<file path="src/rtl/ed25519_pkg.sv">
// Shared constants and types for the ed25519 stream front-end.
package ed25519_pkg;

  localparam int unsigned DATA_W    = 64;
  localparam int unsigned PATN_W    = 256;
  localparam int unsigned IN_BEATS  = 3 * PATN_W / DATA_W;
  localparam int unsigned OUT_BEATS = 2 * PATN_W / DATA_W;
  localparam int unsigned IN_CNT_W  = $clog2(IN_BEATS);
  localparam int unsigned OUT_CNT_W = $clog2(OUT_BEATS);
  localparam int unsigned REQ_W     = 3 * PATN_W;
  localparam int unsigned RES_W     = 2 * PATN_W;

  typedef enum logic [1:0] {
    RECV  = 2'd0,
    START = 2'd1,
    WAIT  = 2'd2,
    SEND  = 2'd3
  } io_state_t;

endpackage

</file>
<file path="src/rtl/ed25519_io_ctrl.sv">
// Stream front-end: collects 12 request beats, starts the core, and streams
// the 512-bit result back as 8 beats. All outputs come straight from flops.
module ed25519_io_ctrl
  import ed25519_pkg::*;
(
  input  logic              i_clk,
  input  logic              i_rst,
  input  logic              i_in_valid,
  output logic              o_in_ready,
  input  logic [DATA_W-1:0] i_in_data,
  output logic              o_out_valid,
  input  logic              i_out_ready,
  output logic [DATA_W-1:0] o_out_data,
  output logic              o_start,
  output logic [PATN_W-1:0] o_scalar,
  output logic [PATN_W-1:0] o_px,
  output logic [PATN_W-1:0] o_py,
  input  logic              i_done,
  input  logic [PATN_W-1:0] i_rx,
  input  logic [PATN_W-1:0] i_ry
);

  io_state_t            state_q, state_d;
  logic [IN_CNT_W-1:0]  in_cnt_q, in_cnt_d;
  logic [OUT_CNT_W-1:0] out_cnt_q, out_cnt_d;
  logic [REQ_W-1:0]     req_q, req_d;
  logic [RES_W-1:0]     res_q, res_d;
  logic                 in_ready_q, in_ready_d;
  logic                 out_valid_q, out_valid_d;
  logic                 start_q, start_d;
  logic                 in_fire, out_fire;

  // Next-state, counters, request shift-in and result shift-out.
  always_comb begin
    state_d   = state_q;
    in_cnt_d  = in_cnt_q;
    out_cnt_d = out_cnt_q;
    req_d     = req_q;
    res_d     = res_q;
    in_fire   = i_in_valid && in_ready_q;
    out_fire  = out_valid_q && i_out_ready;

    case (state_q)
      RECV: begin
        if (in_fire) begin
          // First beat ends up at the top of scalar after all 12 shifts.
          req_d = {req_q[REQ_W-DATA_W-1:0], i_in_data};
          if (in_cnt_q == IN_CNT_W'(IN_BEATS - 1)) begin
            in_cnt_d = '0;
            state_d  = START;
          end else begin
            in_cnt_d = in_cnt_q + IN_CNT_W'(1);
          end
        end
      end
      START: state_d = WAIT;
      WAIT: begin
        if (i_done) begin
          res_d   = {i_rx, i_ry};
          state_d = SEND;
        end
      end
      SEND: begin
        if (out_fire) begin
          res_d = {res_q[RES_W-DATA_W-1:0], DATA_W'(0)};
          if (out_cnt_q == OUT_CNT_W'(OUT_BEATS - 1)) begin
            out_cnt_d = '0;
            state_d   = RECV;
          end else begin
            out_cnt_d = out_cnt_q + OUT_CNT_W'(1);
          end
        end
      end
      default: state_d = RECV;
    endcase

    in_ready_d  = (state_d == RECV);
    start_d     = (state_d == START);
    out_valid_d = (state_d == SEND);
  end

  always_ff @(posedge i_clk) begin
    if (i_rst) begin
      state_q     <= RECV;
      in_cnt_q    <= '0;
      out_cnt_q   <= '0;
      req_q       <= '0;
      res_q       <= '0;
      in_ready_q  <= 1'b0;
      out_valid_q <= 1'b0;
      start_q     <= 1'b0;
    end else begin
      state_q     <= state_d;
      in_cnt_q    <= in_cnt_d;
      out_cnt_q   <= out_cnt_d;
      req_q       <= req_d;
      res_q       <= res_d;
      in_ready_q  <= in_ready_d;
      out_valid_q <= out_valid_d;
      start_q     <= start_d;
    end
  end

  assign o_in_ready  = in_ready_q;
  assign o_out_valid = out_valid_q;
  assign o_start     = start_q;
  assign o_out_data  = res_q[RES_W-1 -: DATA_W];
  assign o_scalar    = req_q[REQ_W-1 -: PATN_W];
  assign o_px        = req_q[2*PATN_W-1 -: PATN_W];
  assign o_py        = req_q[PATN_W-1:0];

endmodule

</file>
<file path="config.mk">
export PLATFORM = sky130hd
export DESIGN_NAME = ed25519_io_ctrl
export DESIGN_NICKNAME = d
export VERILOG_FILES = /design/src/rtl/ed25519_pkg.sv /design/src/rtl/ed25519_io_ctrl.sv
export SDC_FILE = /design/constraint.sdc
export NUM_CORES = 2
export LEC_CHECK = 0
export ABC_CLOCK_PERIOD_IN_PS = 2090
export BUFFER_PORTS_ARGS = -buffer_cell sky130_fd_sc_hd__buf_2
export CAP_MARGIN = 20
export CELL_PAD_IN_SITES_DETAIL_PLACEMENT = 1
export CELL_PAD_IN_SITES_GLOBAL_PLACEMENT = 1
export CORE_AREA = 2 2 557 559
export DETAILED_ROUTE_END_ITERATION = 16
export DIE_AREA = 0 0 559 561
export PLACE_DENSITY = 0.48
export SLEW_MARGIN = 40
export SYNTH_ARGS = -nofsm -noshare
export SYNTH_HDL_FRONTEND = slang
export SYNTH_SLANG_ARGS = --single-unit
</file>
<file path="constraint.sdc">
create_clock -name i_clk -period 2.09 [get_ports i_clk]
set_clock_uncertainty 0.1 [all_clocks]
set_input_delay 0.209 -clock i_clk [delete_from_list [all_inputs] [get_ports i_clk]]
set_output_delay 0.209 -clock i_clk [all_outputs]
set_load 0.01 [all_outputs]
</file>
# [After elaboration in Yosys (flattened, before gate mapping)]
# Cells that the tools add are included.
[totals] ff_bits=1292 out_inout_bits=835 word_cells=38
[op_classes] addsub=2 eq_ne=9 muxes=11 n_reduce_logical=8
[op_table] op="two-way mux 512 bit" n=2
[op_table] op="one-hot mux 512 bit (2 select lines)" n=1
[op_table] op="two-way mux 2 bit" n=5
[op_table] op="one-hot mux 2 bit (4 select lines)" n=1
[op_table] op="equality test 2 bit, second input constant" n=3
[op_table] op="adder 4 x 1 -> 4 bit, second input constant" n=1
[op_table] op="equality test 2 x 1 -> 1 bit, second input constant" n=2
[op_table] op="equality test 4 bit, second input constant" n=1
[op_table] op="zero test 2 bit" n=2
[op_table] op="two-way mux 4 bit" n=1
[op_table] op="!= test 2 bit, second input constant" n=2
[op_table] op="AND reduction 2 bit" n=2
[op_table] op="adder 3 x 1 -> 3 bit, second input constant" n=1
[op_table] op="equality test 3 bit, second input constant" n=1
[op_table] op="two-way mux 3 bit" n=1
[op_table] op="AND reduction 3 bit" n=1
[op_table] op="logical AND 1 bit" n=2
[op_table] op="nonzero test 2 bit" n=1

# [Logic depth before layout (Yosys ltp)]
[logic_depth] depth_word=5 ltp_mapped=7

# [Worst setup path after synthesis]
# Ideal clock, no wire load.
[synth_path] path_type="reg2reg" start="register state_q[0]" end="register res_q[10]" path_stages_with_launch=7 path_buffers=3 period_less_slack_ns=1.574 arrival_ns=1.415 path_slack_ns=0.516 path_cell_list="dfxtp_1 buf_4 and3b_1 buf_4 nor3_4 buf_6 a22o_1"
[synth_via] elab_chain_cells=3 word_cells_on_any_way=7 classes_between="4 x eq/ne; 1 x mux; 2 x reduce/logical"
[synth_rtl] item="start: declaration" line="ed25519_io_ctrl.sv:23" source="io_state_t state_q, state_d;"
[synth_rtl] item="start signal: assignment" line="ed25519_io_ctrl.sv:93" source="state_q <= state_d;"
[synth_rtl] item="equality test 2 bit" line="ed25519_io_ctrl.sv:43" source="case (state_q)"
[synth_rtl] item="!= test 2 bit (no source line) / nonzero test 2 bit (equally long branches)"
[synth_rtl] item="AND reduction 3 bit (no source line)"
[synth_rtl] item="end signal: assignment" line="ed25519_io_ctrl.sv:97" source="res_q <= res_d;"
[synth_rtl] item="end: declaration" line="ed25519_io_ctrl.sv:27" source="logic [RES_W-1:0] res_q, res_d;"
# Parallel ways exist; a longest one is shown, timed or not.
# A chain may end at the register's enable or synchronous reset.

# [Final worst setup path]
[layout_path] start="register state_q[1]" end="register res_q[490]"
# Same word-level chain as after synthesis.

==> run summary <==
The run finished with clean final reports. TritonCTS built the clock tree. The vertical die dimension came out at 561 um.

The run gives 56.74k as the via count of the first global-routing pass. Startpoint of the tightest hold check path: i_rx[115]. The number of nets in the synthesized netlist is 6,771. For the number of fill cells, the log shows 36.61k. In this run the worst hold path is classified as in -> reg.

In the global route stage, overall resource usage came out at 19.65%. Including well taps, the total number of placed cells is 11.30k. The async set-or-reset flop fraction in the synthesized netlist was 0%; the initial core utilization was 16.16%.

The routed design has 323,400 um of wire. The logs give 40 ps for the register-to-register setup slack and 2540 ps for the arrival time of the worst setup path. For this design the top-level I/O count stands at 1,416. The distinct cell type count after synthesis came out at 35. The tools report the count of TritonRoute iterations in the first routing pass as 5. The share of total power dissipated in sequential elements is 42.5%. The worst setup path is captured at a register. The run gives 8,585 as the net count reported at finish. In the final layout, flip-flops and latches occupy 25,900 um^2.

In the synthesized netlist, the number of instances is 6,187. In this run the critical register-to-register path is launched from state_q[1]$_SDFF_PP0_. CTS saw 1,292 sinks.

The post-layout instance area was 74,160 um^2; the clock latency reported for the late side of the worst-skew pair was 850 ps. The final weighted congestion of routability-driven global placement is 0.8721. Required time of the critical path: 2580 ps.

The row count was 204. First element of the critical path: state_q[1]$_SDFF_PP0_. The worst slew margin relative to its limit is 47.66%, and the total number of vias is 54.65k. The logs give 0 for the final-report max-slew violation count and 52.04% for the post-synthesis sequential area ratio. The count of buffers inserted at the top-level ports came out at 1,415. For the internal portion of total power, the log shows 43.64 mW. Number of antenna violations at the first check in global routing: 36.

Setup repair after global routing could not meet its margin everywhere. The run gives 0 as the setup violation total in the final timing report. In this run, the combinational gates consume 6.9% of the power. Kind of start point of the critical path: a register. The register clock-pin slew on the reported worst setup and hold paths is 60 ps, and the mean cell area of the mapped netlist is 8.034 um^2.

The tools report the final-report hold violation count as 0. The fraction of power spent switching nets works out to 25.28%. After layout, the worst path uses 98.05% of the clock period. The power density of the placed cells was 787.5 nW/um^2; the final core utilization was 24.11%. The die covers 313,600 um^2. The class of the most critical setup path is reg -> reg. The number of levels the H-tree was split into was 4; the time the final worst path needs with I/O delays and setup was 2049 ps.

For the number of clock buffers inserted by TritonCTS, the log shows 167. The register bit count reported by yosys is 1,292. Static timing analysis puts the maximum clock frequency at 0.4880 GHz.

Dividing the detail-routed wire length by the instance count gives 26.34 um. The fraction of final layout cells sized beyond drive strength 1 is 24.13%. Once detailed placement completed, the half-perimeter wirelength came to 244,700 um.

The placed instances occupy a cell area of 61,980 um^2. The cell area that synthesis handed to floorplanning was 49,710 um^2. Multi-input gate area in the final layout: 20,640 um^2. Setup total negative slack on the finished layout was measured at 0 ps. The area growth from synthesis to layout is 49.21%. The buffer depth of the longest clock path came out at 4.

Dominant register cell in the synthesized netlist: sky130_fd_sc_hd__dfxtp_1. For the net switching power, the log shows 14.76 mW. The total grt overflow came out at 0. Number of design rule violations left after detail routing: 0. The number of enable-type register cells in the synthesized netlist is 0. Violation count after the first detailed-route iteration: 3,654.

The first global-routing pass estimated 448,300 um of wire. Along the worst path, the maximum fanout reaches 136. After floorplanning, the core was sized to cover 307,600 um^2.

The die is 559 um wide. In this run the static leakage power is 28.18 nW. The clock network burns 50.5% of the power.

The warning count from the yosys run is 0. The transition time at the pin with the least slew margin came out at 785.1 ps. The tools report the root buffer selected by CTS as sky130_fd_sc_hd__clkbuf_16.

The worst-case IR drop observed on VDD is 560.8 uV. Once detail routing completed, the nets flagged for antenna violations numbered 0. Entering global routing, the biggest net connects 137 pins. Number of violations of the max-capacitance limit: 0.

After detailed routing, the number of vias per cell comes to 4.451. The run gives 12.28k as the final cell count without fillers.
per-stage QoR:
stage          hold WS, ps  total power, mW  worst slack (ps)
6_report             35.58            58.41             40.84
5_1_grt              24.71            60.49            -42.50
4_1_cts              1.083            59.26             2.005
3_5_place_dp         331.0            28.36             75.47
3_3_place_gp         331.4            28.36             89.49
2_1_floorplan        241.6            26.53             516.2
routing by layer:
layer  global-route usage [%]  part of all wire, %  up-vias
met3                    4.699                  6.1      527
met4                    9.592                  5.4       20
li1                         -                    -    25110
met1                    22.63                   40    27250
met2                    33.96                   48     1745
met5                        0                0.039        -
worst paths after layout:
| path | end | depth (start not counted) |
|---|---|---|
| min | res_q[371]$_SDFFE_PP0P_ | 3 |
| min reg2reg | req_q[677]$_SDFFE_PP0P_ | 2 |
| max reg2reg | res_q[490]$_SDFFE_PP0P_ | 3 |
| max | res_q[490]$_SDFFE_PP0P_ | 3 |
cell usage after synthesis, types with 2 or more instances:
cell type,n,area [um^2]
sky130_fd_sc_hd__buf_2,178,890.9
sky130_fd_sc_hd__or3_1,2,12.51
sky130_fd_sc_hd__nor2_1,2,7.510
sky130_fd_sc_hd__buf_4,109,818.3
sky130_fd_sc_hd__a311oi_1,450,3941
sky130_fd_sc_hd__nand2_1,1992,7477
sky130_fd_sc_hd__ha_1,3,37.54
sky130_fd_sc_hd__nor3_1,448,2242
sky130_fd_sc_hd__buf_1,15,56.30
sky130_fd_sc_hd__and3b_1,2,17.52
sky130_fd_sc_hd__o21ai_0,446,2232
sky130_fd_sc_hd__dfxtp_1,1292,25860
sky130_fd_sc_hd__clkbuf_1,379,1423
sky130_fd_sc_hd__nand4_1,2,12.51
sky130_fd_sc_hd__buf_6,6,67.56
sky130_fd_sc_hd__a21oi_1,775,3879
sky130_fd_sc_hd__nand3_1,2,10.01
sky130_fd_sc_hd__o21ai_1,4,20.02
sky130_fd_sc_hd__a22o_1,64,560.5
flip-flops by register name, indices dropped and copies added, names as in the netlist:
name         cells
req_q          768
res_q          512
in_cnt_q         4
out_cnt_q        3
state_q          2
o_in_ready       1
o_out_valid      1
o_start          1
worst max-delay path, stage by stage, from the launching register on:
cell	delay (ps)
sky130_fd_sc_hd__dfxtp_4	410
sky130_fd_sc_hd__buf_12	310
sky130_fd_sc_hd__buf_16	440
sky130_fd_sc_hd__a311oi_1	200
cells by family (layout without fill, tap and decap cells):
kind of cell,Yosys count,count (layout),share of synthesized area (%)
compound gates,1743,1743,21.46
flops,1292,1292,52.04
simple gates,2461,2461,19.88
buf+inv,688,2636,6.557
other cells,0,22,0
fa+ha+maj,3,3,0.07552
repair_timing:
action                     in CTS  in global routing
pin swaps                       0                  2
setup endpoints to repair      21                 69
gates cloned                    0                  2
hold endpoints to repair      719                  2
hold buffers                  647                  2
setup buffers                   0                  6
resized for setup              21                 11
power by group through the flow:
| stage | Sequential, mW | Clock [mW] | Combinational, mW |
|---|---|---|---|
| 4_1_cts | 24.8 | 30.4 | 4.01 |
| 3_3_place_gp | 25.4 | 0 | 2.98 |
| 3_5_place_dp | 25.4 | 0 | 2.98 |
| 5_1_grt | 24.8 | 31.3 | 4.32 |
| 2_1_floorplan | 25.4 | 0 | 1.17 |
| 6_report | 24.8 | 29.5 | 4.06 |
cell usage in the layout (no fill, tap or decap), types with 3 or more instances in the layout:
cell	n
sky130_fd_sc_hd__a22o_1	64
sky130_fd_sc_hd__clkinv_2	22
sky130_fd_sc_hd__buf_2	1414
sky130_fd_sc_hd__clkbuf_8	29
sky130_fd_sc_hd__o21ai_1	6
sky130_fd_sc_hd__buf_16	5
sky130_fd_sc_hd__o21ai_0	444
sky130_fd_sc_hd__a311oi_1	450
sky130_fd_sc_hd__clkbuf_16	172
sky130_fd_sc_hd__inv_6	5
sky130_fd_sc_hd__dlygate4sd3_1	649
sky130_fd_sc_hd__clkbuf_1	54
sky130_fd_sc_hd__diode_2	22
sky130_fd_sc_hd__a21oi_1	775
sky130_fd_sc_hd__ha_1	3
sky130_fd_sc_hd__buf_12	95
sky130_fd_sc_hd__bufinv_16	8
sky130_fd_sc_hd__dfxtp_2	21
sky130_fd_sc_hd__dfxtp_1	1269
sky130_fd_sc_hd__clkinvlp_4	7
sky130_fd_sc_hd__clkinv_16	3
sky130_fd_sc_hd__nand2_1	1992
sky130_fd_sc_hd__buf_6	4
sky130_fd_sc_hd__nor3_1	448
sky130_fd_sc_hd__buf_4	162
final cells by class:
type / count / area share [%]
Clock inverter: 50 / 0.8334
Sequential cell: 1292 / 34.92
Multi-Input combinational cell: 4207 / 27.83
Inverter: 1 / 0.005061
Antenna cell: 22 / 0.07423
Tap cell: 4120 / 6.951
Timing Repair Buffer: 2332 / 22.84
Clock buffer: 253 / 6.547
No activity file was read; power rests on OpenSTA's default activity.
